<file path="src/rtl/data_mem_arbiter.sv">
// Arbitrates one data-memory port between the CPU load/store path and a byte-scan engine.
// CPU has priority; a starvation counter forces a scan slot after MAX_STALL consecutive denials.
module data_mem_arbiter #(
    parameter int ADDR_W    = 32,
    parameter int DATA_W    = 32,
    parameter int LEN_W     = 18,
    parameter int MAX_STALL = 4
) (
    input  logic              clk,
    input  logic              rst,
    input  logic              cpu_req,
    input  logic              cpu_we,
    input  logic [ADDR_W-1:0] cpu_addr,
    input  logic [DATA_W-1:0] cpu_wd,
    output logic [DATA_W-1:0] cpu_rd,
    output logic              cpu_stall,
    input  logic              scan_start,
    input  logic [ADDR_W-1:0] scan_base,
    input  logic [LEN_W-1:0]  scan_len,
    output logic              scan_busy,
    output logic              scan_done,
    output logic [7:0]        scan_data,
    output logic              scan_valid,
    input  logic              scan_ready,
    output logic              mem_we,
    output logic [ADDR_W-1:0] mem_addr,
    output logic [DATA_W-1:0] mem_wd,
    input  logic [DATA_W-1:0] mem_rd,
    output logic [1:0]        state_dbg
);

    localparam int SC_W = $clog2(MAX_STALL + 1);

    typedef enum logic [1:0] {
        S_IDLE  = 2'd0,
        S_SCAN  = 2'd1,
        S_DRAIN = 2'd2,
        S_DONE  = 2'd3
    } state_t;

    state_t            state;
    logic [ADDR_W-1:0] scan_base_q;
    logic [LEN_W-1:0]  len_q;
    logic [LEN_W-1:0]  offset;
    logic [SC_W-1:0]   stall_cnt;

    logic              scan_want;
    logic              force_slot;
    logic              scan_gnt;
    logic              cpu_gnt;
    logic              pop;
    logic              last_byte;
    logic [ADDR_W-1:0] scan_addr;

    // Consumer handshake: a byte transfers in any cycle where scan_valid && scan_ready;
    // scan_data is held stable while scan_valid && !scan_ready.
    always_comb begin
        pop        = scan_valid && scan_ready;
        scan_want  = (state == S_SCAN) && (!scan_valid || pop);
        force_slot = scan_want && (stall_cnt == SC_W'(MAX_STALL));
        scan_gnt   = scan_want && (!cpu_req || force_slot);
        cpu_gnt    = cpu_req && !scan_gnt;
        last_byte  = (offset + LEN_W'(1)) == len_q;
        scan_addr  = scan_base_q + ADDR_W'(offset);
    end

    assign cpu_stall = cpu_req && scan_gnt;
    assign cpu_rd    = cpu_gnt ? mem_rd : '0;
    assign state_dbg = state;

    always_comb begin
        mem_we   = 1'b0;
        mem_addr = '0;
        mem_wd   = '0;
        if (cpu_gnt) begin
            mem_we   = cpu_we;
            mem_addr = cpu_addr;
            mem_wd   = cpu_wd;
        end else if (scan_gnt) begin
            mem_addr = scan_addr;
        end
    end

    always_ff @(posedge clk) begin
        if (rst) begin
            state       <= S_IDLE;
            scan_base_q <= '0;
            len_q       <= '0;
            offset      <= '0;
            stall_cnt   <= '0;
            scan_valid  <= 1'b0;
            scan_data   <= '0;
            scan_busy   <= 1'b0;
            scan_done   <= 1'b0;
        end else begin
            // One-entry buffer: a load in the same cycle as a pop keeps valid high.
            if (scan_gnt) begin
                scan_data  <= mem_rd[7:0];
                scan_valid <= 1'b1;
                offset     <= offset + LEN_W'(1);
            end else if (pop) begin
                scan_valid <= 1'b0;
            end

            if (scan_gnt || !scan_want)
                stall_cnt <= '0;
            else if (cpu_req && stall_cnt != SC_W'(MAX_STALL))
                stall_cnt <= stall_cnt + SC_W'(1);

            case (state)
                S_IDLE: begin
                    scan_done <= 1'b0;
                    if (scan_start) begin
                        scan_base_q <= scan_base;
                        len_q       <= scan_len;
                        offset      <= '0;
                        if (scan_len == '0) begin
                            state     <= S_DONE;
                            scan_done <= 1'b1;
                        end else begin
                            state     <= S_SCAN;
                            scan_busy <= 1'b1;
                        end
                    end
                end
                S_SCAN: begin
                    if (scan_gnt && last_byte)
                        state <= S_DRAIN;
                end
                S_DRAIN: begin
                    if (!scan_valid || pop) begin
                        state     <= S_DONE;
                        scan_busy <= 1'b0;
                        scan_done <= 1'b1;
                    end
                end
                default: begin
                    state     <= S_IDLE;
                    scan_busy <= 1'b0;
                    scan_done <= 1'b0;
                end
            endcase
        end
    end

endmodule

</file>
<file path="config.mk">
export PLATFORM = sky130hd
export DESIGN_NAME = data_mem_arbiter
export DESIGN_NICKNAME = d
export VERILOG_FILES = /design/src/rtl/data_mem_arbiter.sv
export SDC_FILE = /design/constraint.sdc
export NUM_CORES = 1
export LEC_CHECK = 0
export ABC_AREA = 0
export CORE_AREA = 2 2 117 119
export DETAILED_ROUTE_END_ITERATION = 8
export DIE_AREA = 0 0 119 121
export GPL_ROUTABILITY_DRIVEN = 0
export PLACE_DENSITY = 0.86
export SETUP_SLACK_MARGIN = 0.4
export SYNTH_ARGS = -nofsm -noshare
export SYNTH_HDL_FRONTEND = slang
export SYNTH_SLANG_ARGS = --single-unit
export TNS_END_PERCENT = 100
</file>
<file path="constraint.sdc">
create_clock -name clk -period 8.1 [get_ports clk]
set_input_delay 1.215 -clock clk [delete_from_list [all_inputs] [get_ports clk]]
set_output_delay 1.215 -clock clk [all_outputs]
set_load 0.005 [all_outputs]
</file>
* Word-level counts from Yosys, hierarchy flattened
Index checks and enable logic that the tools add are counted.
** Storage, ports and cells
- Bits in registers :: 84
- Output and inout port bits :: 111
- Word-level logic and storage cells :: 68
** Operators by class
- $add $sub $neg :: 3
- Equal/unequal tests :: 9
- Multiplexer cells :: 23
- Bitwise operators :: 1
- Reduce and logical (&&, ||, !) cells :: 23
** Operator list (count)
- 32-bit two-way mux :: 4
- 18-bit two-way mux :: 3
- 32-bit by 18-bit adder with 32-bit output :: 1
- 18-bit by 1-bit adder with 18-bit output (second input constant) :: 1
- 18-bit == test :: 1
- 18-bit zero test :: 1
- 1-bit two-way mux :: 9
- 1-bit logical AND :: 8
- 2-bit two-way mux :: 4
- 2-bit inequality test (second input constant) :: 3
- 1-bit case mux with 3 select lines :: 2
- 2-bit case mux with 3 select lines :: 1
- 1-bit zero test :: 4
- 2-bit AND reduction :: 2
- 4-bit AND reduction :: 1
- 3-bit by 1-bit adder with 3-bit output (second input constant) :: 1
- 3-bit == test (second input constant) :: 1
- 1-bit logical OR :: 3
- 3-bit inequality test (second input constant) :: 1
- 3-bit AND reduction :: 1
- 2-bit by 1-bit == test with 1-bit output (second input constant) :: 1
- 2-bit == test (second input constant) :: 1
- 2-bit zero test :: 1
- 2-bit by 1-bit inequality test with 1-bit output (second input constant) :: 1
- other kinds (3) :: 3

* Longest topological paths before layout
- Depth after elaboration :: 9
- Mapped depth :: 10
- Gate-level depth less buffers :: 9

* Worst setup path after synthesis
OpenSTA, ideal clock, no wires.
- Path type :: input -> output
- From :: input port cpu_req
- To :: output port mem_addr[7]
- Arrival :: 2.546 ns
- Required time :: 6.885 ns
- Setup slack :: 4.339 ns
- Stages on the path :: 7
- Cell sequence :: a21bo_2 nand3_1 clkbuf_1 clkbuf_1 clkbuf_1 nand3_1 o21ai_0
** Between the ends
- Longest elaborated chain between the ends :: 6
- Elaborated cells on any way between the ends :: 7
- Classes of those cells :: 2 x mux; 5 x reduce/logical
** Ends and longest elaborated chain
- from (decl) :: RTL line 11 : input logic cpu_req,
- 1-bit zero test :: RTL line 61 : scan_gnt = scan_want && (!cpu_req || force_slot);
- 1-bit logical OR :: RTL line 61
- 1-bit logical AND :: RTL line 61
- 1-bit zero test :: RTL line 62 : cpu_gnt = cpu_req && !scan_gnt;
- 1-bit logical AND :: RTL line 62
- 32-bit two-way mux * :: RTL line 75 : if (cpu_gnt) begin
- to (decl) :: RTL line 26 : output logic [ADDR_W-1:0] mem_addr,
Every way passes the cells marked *; elsewhere a longest branch is shown, timed or not.

* Final worst setup path
- From :: input port cpu_req
- To :: output port mem_addr[27]
Same word-level chain as after synthesis.

==> out/metrics.csv <==
metric,value,unit
outcome,completed,
Die Area,14400,sq um
Post-DRT Antenna Nets,0,
critical path class,input port to output port,
WP data required,6880,ps
WL met1,8699,um
Critical Path Fanout Max,85,
Syn Nets,1003,
CTS tree,yes,
Hold Fails Final Rpt,0,
Finish-stage setup viols,0,
CP startpoint kind,input port,
routed length per instance,18.20,um
Root Driver,clkbuf_16,
Stages on worst setup path,8,
min Tclk post-route,5191,ps
Buffers on Ports,262,
Syn-to-layout area delta,49.30,%
R2R cell count,8,
core area,13090,sq um
initial antenna violation count,1,
Critical Path Source,cpu_req,
setup TNS,0,ps
RSZ-0062 raised after global routing,false,
actual slew at the worst max-slew pin,1063,ps
Highest Clock Rate,192.6,MHz
starting density of the core,45.38,%
synthesized area per cell,7.198,sq um
number of flops mapped to enable cells by yosys,0,
"Slew Viols, Final",0,
Top Metal Used,met4,
crit end category,output port,
DR vias,6836,
Post-CTS Setup Inserts,0,
Synth cell types,71,
"Net count, final",1224,
synthesized area,5938,sq um
routed wire length,22350,um
multi-input logic area,3963,sq um
H-tree depth,3,
Yosys warning count,0,
sequential fraction of the synthesis area,28.32,%
Final period util,64.09,%
cells after synthesis,825,
most common flop cell mapped by yosys,dfxtp_1,
CP max stage cell,clkdlybuf4s50_1,
Pleak,0.003465,uW
crit path DAT,3980,ps
Worst-Skew Late Latency,340,ps
vias in the first global route,6184,
top-level I/O count,263,
post-CTS sizing,0,
sequential cell area,1682,sq um
DP Worst Slack,2954,ps
VDD IR-drop max,0.1195,mV
DP HPWL,17050,um
CTS Hold Buffers Added,0,
via/cell ratio,5.567,
worst hold slack,454.2,ps
"Async S/R FF share, synth",0,%
clock sink count,84,
Critical Path Sink,mem_addr[27],
Synth Register Bits,84,
relative slew slack,29.15,%
Buffers & Inverters on Critical Path,3,
"critical path, cell by cell","buf_2, buf_4, a21bo_2, nand3_4, and2_1, nand2_1, o21ai_0, clkdlybuf4s50_1",
largest net degree at the start of global routing,86,
setup slack after layout,2909,ps
final routed DRC violation total,0,
CTS Buf Count,9,
layout cell share with drive strength beyond 1,4.091,%
worst hold path class,register to register,
Max Cap Viol,0,
Crit Reg-Reg Endpoint,state_dbg[0],
pwr/cell area,179.9,nW/um^2
first-pass GRT wire length,33780,um
routed wl met2,11050,um
grt ovf,0,
fillers,1100,
Setup Skew,7.275,ps
Die W,119,um
met3 routed WL,1482,um
Detailed Routing Iterations Pass 1,5,
CP peak stage delay,590,ps
Site Rows,42,
R2R Setup Slk,5050,ps
chip height,121,um
GRT Resource Usage Total,30.12,%
clock slew at reported path FFs,60,ps
CP top delay family,buffers and inverters,
worst r2r src,state_dbg[1],
Bufs on Longest Clock Path,2,
DR iter-0 viols,596,
[worst reg2reg max path: cells and delay by family, from the launching register on]
family,cells,cell delay [ps]
adder cells (fa/ha/maj),1,310
flip-flops,1,340
AND/OR/NAND/NOR,6,2190
buffers and inverters,1,100
[cell families (layout without fill, tap and decap cells)]
family                     count (synthesis)  after routing  synth area share (%)
adders and majority gates                 26             26                 5.605
buffers and inverters                     77            303                 5.183
AOI/OAI and AO/OA                        172            172                 17.70
muxes                                      2              2                0.3792
DFF                                       84             84                 28.32
other                                      0              1                     0
and+or+nand+nor                          410            410                 34.85
xor gates and xnor gates                  54             54                 7.965
[cells in the mapped netlist, drive strengths merged (9+ instances only)]
library cell / instances / area (sq um)
nand2: 168 / 630.6
dfxtp: 84 / 1682
and3: 79 / 495.5
a21oi: 78 / 390.4
clkbuf: 48 / 180.2
nand3: 45 / 240.2
nor2: 39 / 146.4
xnor2: 38 / 332.8
o21ai: 36 / 180.2
ha: 25 / 312.8
inv: 20 / 75.07
xor2: 16 / 140.1
nor3: 14 / 75.07
nand4: 12 / 96.34
nor4: 12 / 81.33
buf: 9 / 52.55
[routing by layer]
metal | global-route usage (%) | vias up
met5 | 0 | -
met4 | 16.52 | 0
met3 | 5.357 | 49
met2 | 52.30 | 314
met1 | 35.21 | 3138
li1 | - | 3335
[flip-flops by register name, indices dropped and copies added (netlist names)]
signal	flops
scan_done	1
scan_valid	1
scan_base_q	32
scan_busy	1
len_q	18
stall_cnt	3
scan_data	8
state_dbg	2
offset	18
[power by group]
| group | leakage (uW) | total, uW | internal [uW] | switching [uW] |
|---|---|---|---|---|
| Sequential | 0.000686 | 533 | 475 | 57.8 |
| Combinational | 0.00264 | 676 | 335 | 340 |
| Clock | 0.000136 | 387 | 209 | 178 |
[cells in the final DEF (no fill, tap or decap), drive strengths merged, types with 25 or more instances in the layout]
cell type      instances
dfxtp                 84
nand3                 45
clkdlybuf4s50        260
and3                  79
xnor2                 38
nor2                  39
o21ai                 36
a21oi                 78
nand2                168
ha                    25
[area by class of cell]
cell class,instances,area share (%)
multi-input combinational,664,44.69
timing repair buffer,267,29.89
sequential,84,18.97
clock buffer,9,2.540
tap,176,2.484
inverter,20,0.8467
clock inverter,7,0.5504
antenna,1,0.02822
[through the flow]
stage	instances	area (sq um)	utilization, %	power, uW
after floorplan	825	5938	-	892.3
after global placement	1211	8589	65.64	1201
after CTS	1227	8864	67.74	1597
after global routing	1228	8866	67.76	1689
after detailed placement	1211	8589	65.64	1209
final	1228	8866	67.76	1595
[how the worst min path moves through the flow]
stage | cells past startpoint | slack (ps) | start | to
after floorplan | 1 | 420 | stall_cnt[0] | stall_cnt[0]
after global placement | 1 | 430 | stall_cnt[0] | stall_cnt[0]
after detailed placement | 1 | 440 | stall_cnt[0] | stall_cnt[0]
after CTS | 1 | 450 | stall_cnt[0] | stall_cnt[0]
after global routing | 2 | 480 | scan_data[0] | scan_data[0]
final | 1 | 450 | stall_cnt[0] | stall_cnt[0]
(Power assumes the default switching activity.)
==> variant: new RTL, config.mk and constraints unchanged <==
Make the reset (`rst`) asynchronous in one clocked block.
--- a/src/rtl/data_mem_arbiter.sv
+++ b/src/rtl/data_mem_arbiter.sv
@@ -82,5 +82,5 @@
     end
 
-    always_ff @(posedge clk) begin
+    always_ff @(posedge clk or posedge rst) begin
         if (rst) begin
             state       <= S_IDLE;
Formal check against the unedited RTL: differs if rst is asserted again (counterexample within 4 cycles, from zero or initial values and one cycle with rst high); with rst held inactive, the same outputs for 4 cycles.
==> variant against the original RTL <==
  * Power rose by 38%
  * Register-to-register slack got worse by 160 ps
  * Count of clock-buffer cells in the layout rose by 1
  * Routed wire length fell by 5.4%
  * Via count fell by 1.2%
  * Final area rose by 5.1%
  * Largest power group unchanged
  * Synthesized area rose by 5.0%
  * Sequential cell count did not move
  * Sequential power rose by 37%
  * Setup slack got worse by 610 ps
  * Critical path type unchanged
  * Critical path depth rose by 1
  * Worst hold slack improved by 23 ps
  * Combinational power rose by 47%
==> variant: results <==
export IMPL_ys_types=66
export IMPL_whs_endpoint="scan_data[3]$_DFFE_PP0P_"
export IMPL_grt_pass1_vias=6168
export IMPL_grt_max_degree=85
export IMPL_worstReg2RegStart="state_dbg[1]$_DFFE_PP0P_"
export IMPL_clockBufferDepth=2
export IMPL_yosys_warnings=0
export IMPL_finClkSkew_ps=9.80
export IMPL_drtIter0Drc=515
export IMPL_clk_pin_slew_worst_paths_ps=60
export IMPL_routed_wl_mm=21.1
export IMPL_synthTopCellsByArea="dfrtp_1, nand2_1, and2_1, ha_1, xor2_1"
export IMPL_cp_max_fo=48
export IMPL_synth_compound_area_frac=0.147
export IMPL_synthAdderAreaFrac=0.0534
export IMPL_dp_hpwl_mm=16.0
export IMPL_regToRegEndpoint="offset[17]$_DFF_PP0_"
export IMPL_final_cells=1224
export IMPL_netlist_area_leader_share=0.337
export IMPL_grt_pass1_wl_mm=32.4
export IMPL_tightest_slew_ps=1060
export IMPL_synth_top_flop_cell="dfrtp_1"
export IMPL_synth_nets=984
export IMPL_p_leak_nw=4.06
export IMPL_synthTopCellsByCount="nand2_1, dfrtp_1, and2_1"
export IMPL_synthMuxAreaShare=0.00984
export IMPL_min_delay_start="scan_data[3]$_DFFE_PP0P_"
export IMPL_viasPerCell=5.52
export IMPL_status="completed"
export IMPL_startpoint="scan_ready"
export IMPL_ir_drop_mv=0.143
export IMPL_postSynthCellCount=806
export IMPL_timing_reg2reg_setup_slack_ps=4890
export IMPL_grt_use_total=0.288
export IMPL_fillers=1063
export IMPL_drive_above_1_share=0.0344
export IMPL_pre_cts_slack_ps=2340
export IMPL_yosysSeqAreaShare=0.337
export IMPL_synth_xor_area_frac=0.0604
export IMPL_antenna_diode_count=0
## variant: cell types whose count changed after synthesis, moves of 7 or more
cell / before / now
dfxtp_1: 84 / 0
xnor2_1: 38 / 20
a21oi_1: 78 / 20
o21ai_0: 33 / 26
and2_1: 7 / 69
clkbuf_1: 48 / 32
or4_1: 1 / 8
xor2_1: 16 / 23
dfrtp_1: 0 / 84
nand2_1: 168 / 227
and3_1: 78 / 13
nand3_1: 42 / 31
## variant: worst max path at each step
stage	to	slack (ps)
2_1_floorplan	mem_addr[27]	3910
5_1_grt	mem_addr[27]	2070
4_1_cts	mem_addr[31]	2330
3_3_place_gp	mem_addr[30]	2390
3_5_place_dp	mem_addr[31]	2340
6_report	mem_addr[31]	2300
## variant: power breakdown
| part | internal [W] | switching (W) |
|---|---|---|
| combinational | 0.000481 | 0.000514 |
| clock | 0.000302 | 0.000175 |
| sequential | 0.000576 | 0.000153 |
## variant: worst max-delay path, stage by stage
cell and delay (ps):
clkdlybuf4s50_1 400, nand2b_1 300, a41oi_4 950, nor2_2 370
buf_4 330, a32o_1 270, a31oi_1 150, o211ai_1 110
clkdlybuf4s50_1 500
## variant: layer usage
metal  GRT usage  up-vias  wire length [um]
li1            -     3284                 -
met1       0.371     3136              8800
met2       0.484      289             10200
met3      0.0470       42              1490
met4       0.116        0               604
met5           0        -                 0
## variant: layout make-up
| cell class | instances | area [um2] | area share |
|---|---|---|---|
| clock buffers | 10 | 229 | 0.0246 |
| clock inverters | 6 | 113 | 0.0121 |
| inverters | 19 | 72.6 | 0.00779 |
| multi-input cells | 661 | 3920 | 0.420 |
| flip-flops and latches | 84 | 2100 | 0.226 |
| well taps | 176 | 220 | 0.0236 |
| repair buffers | 268 | 2670 | 0.286 |
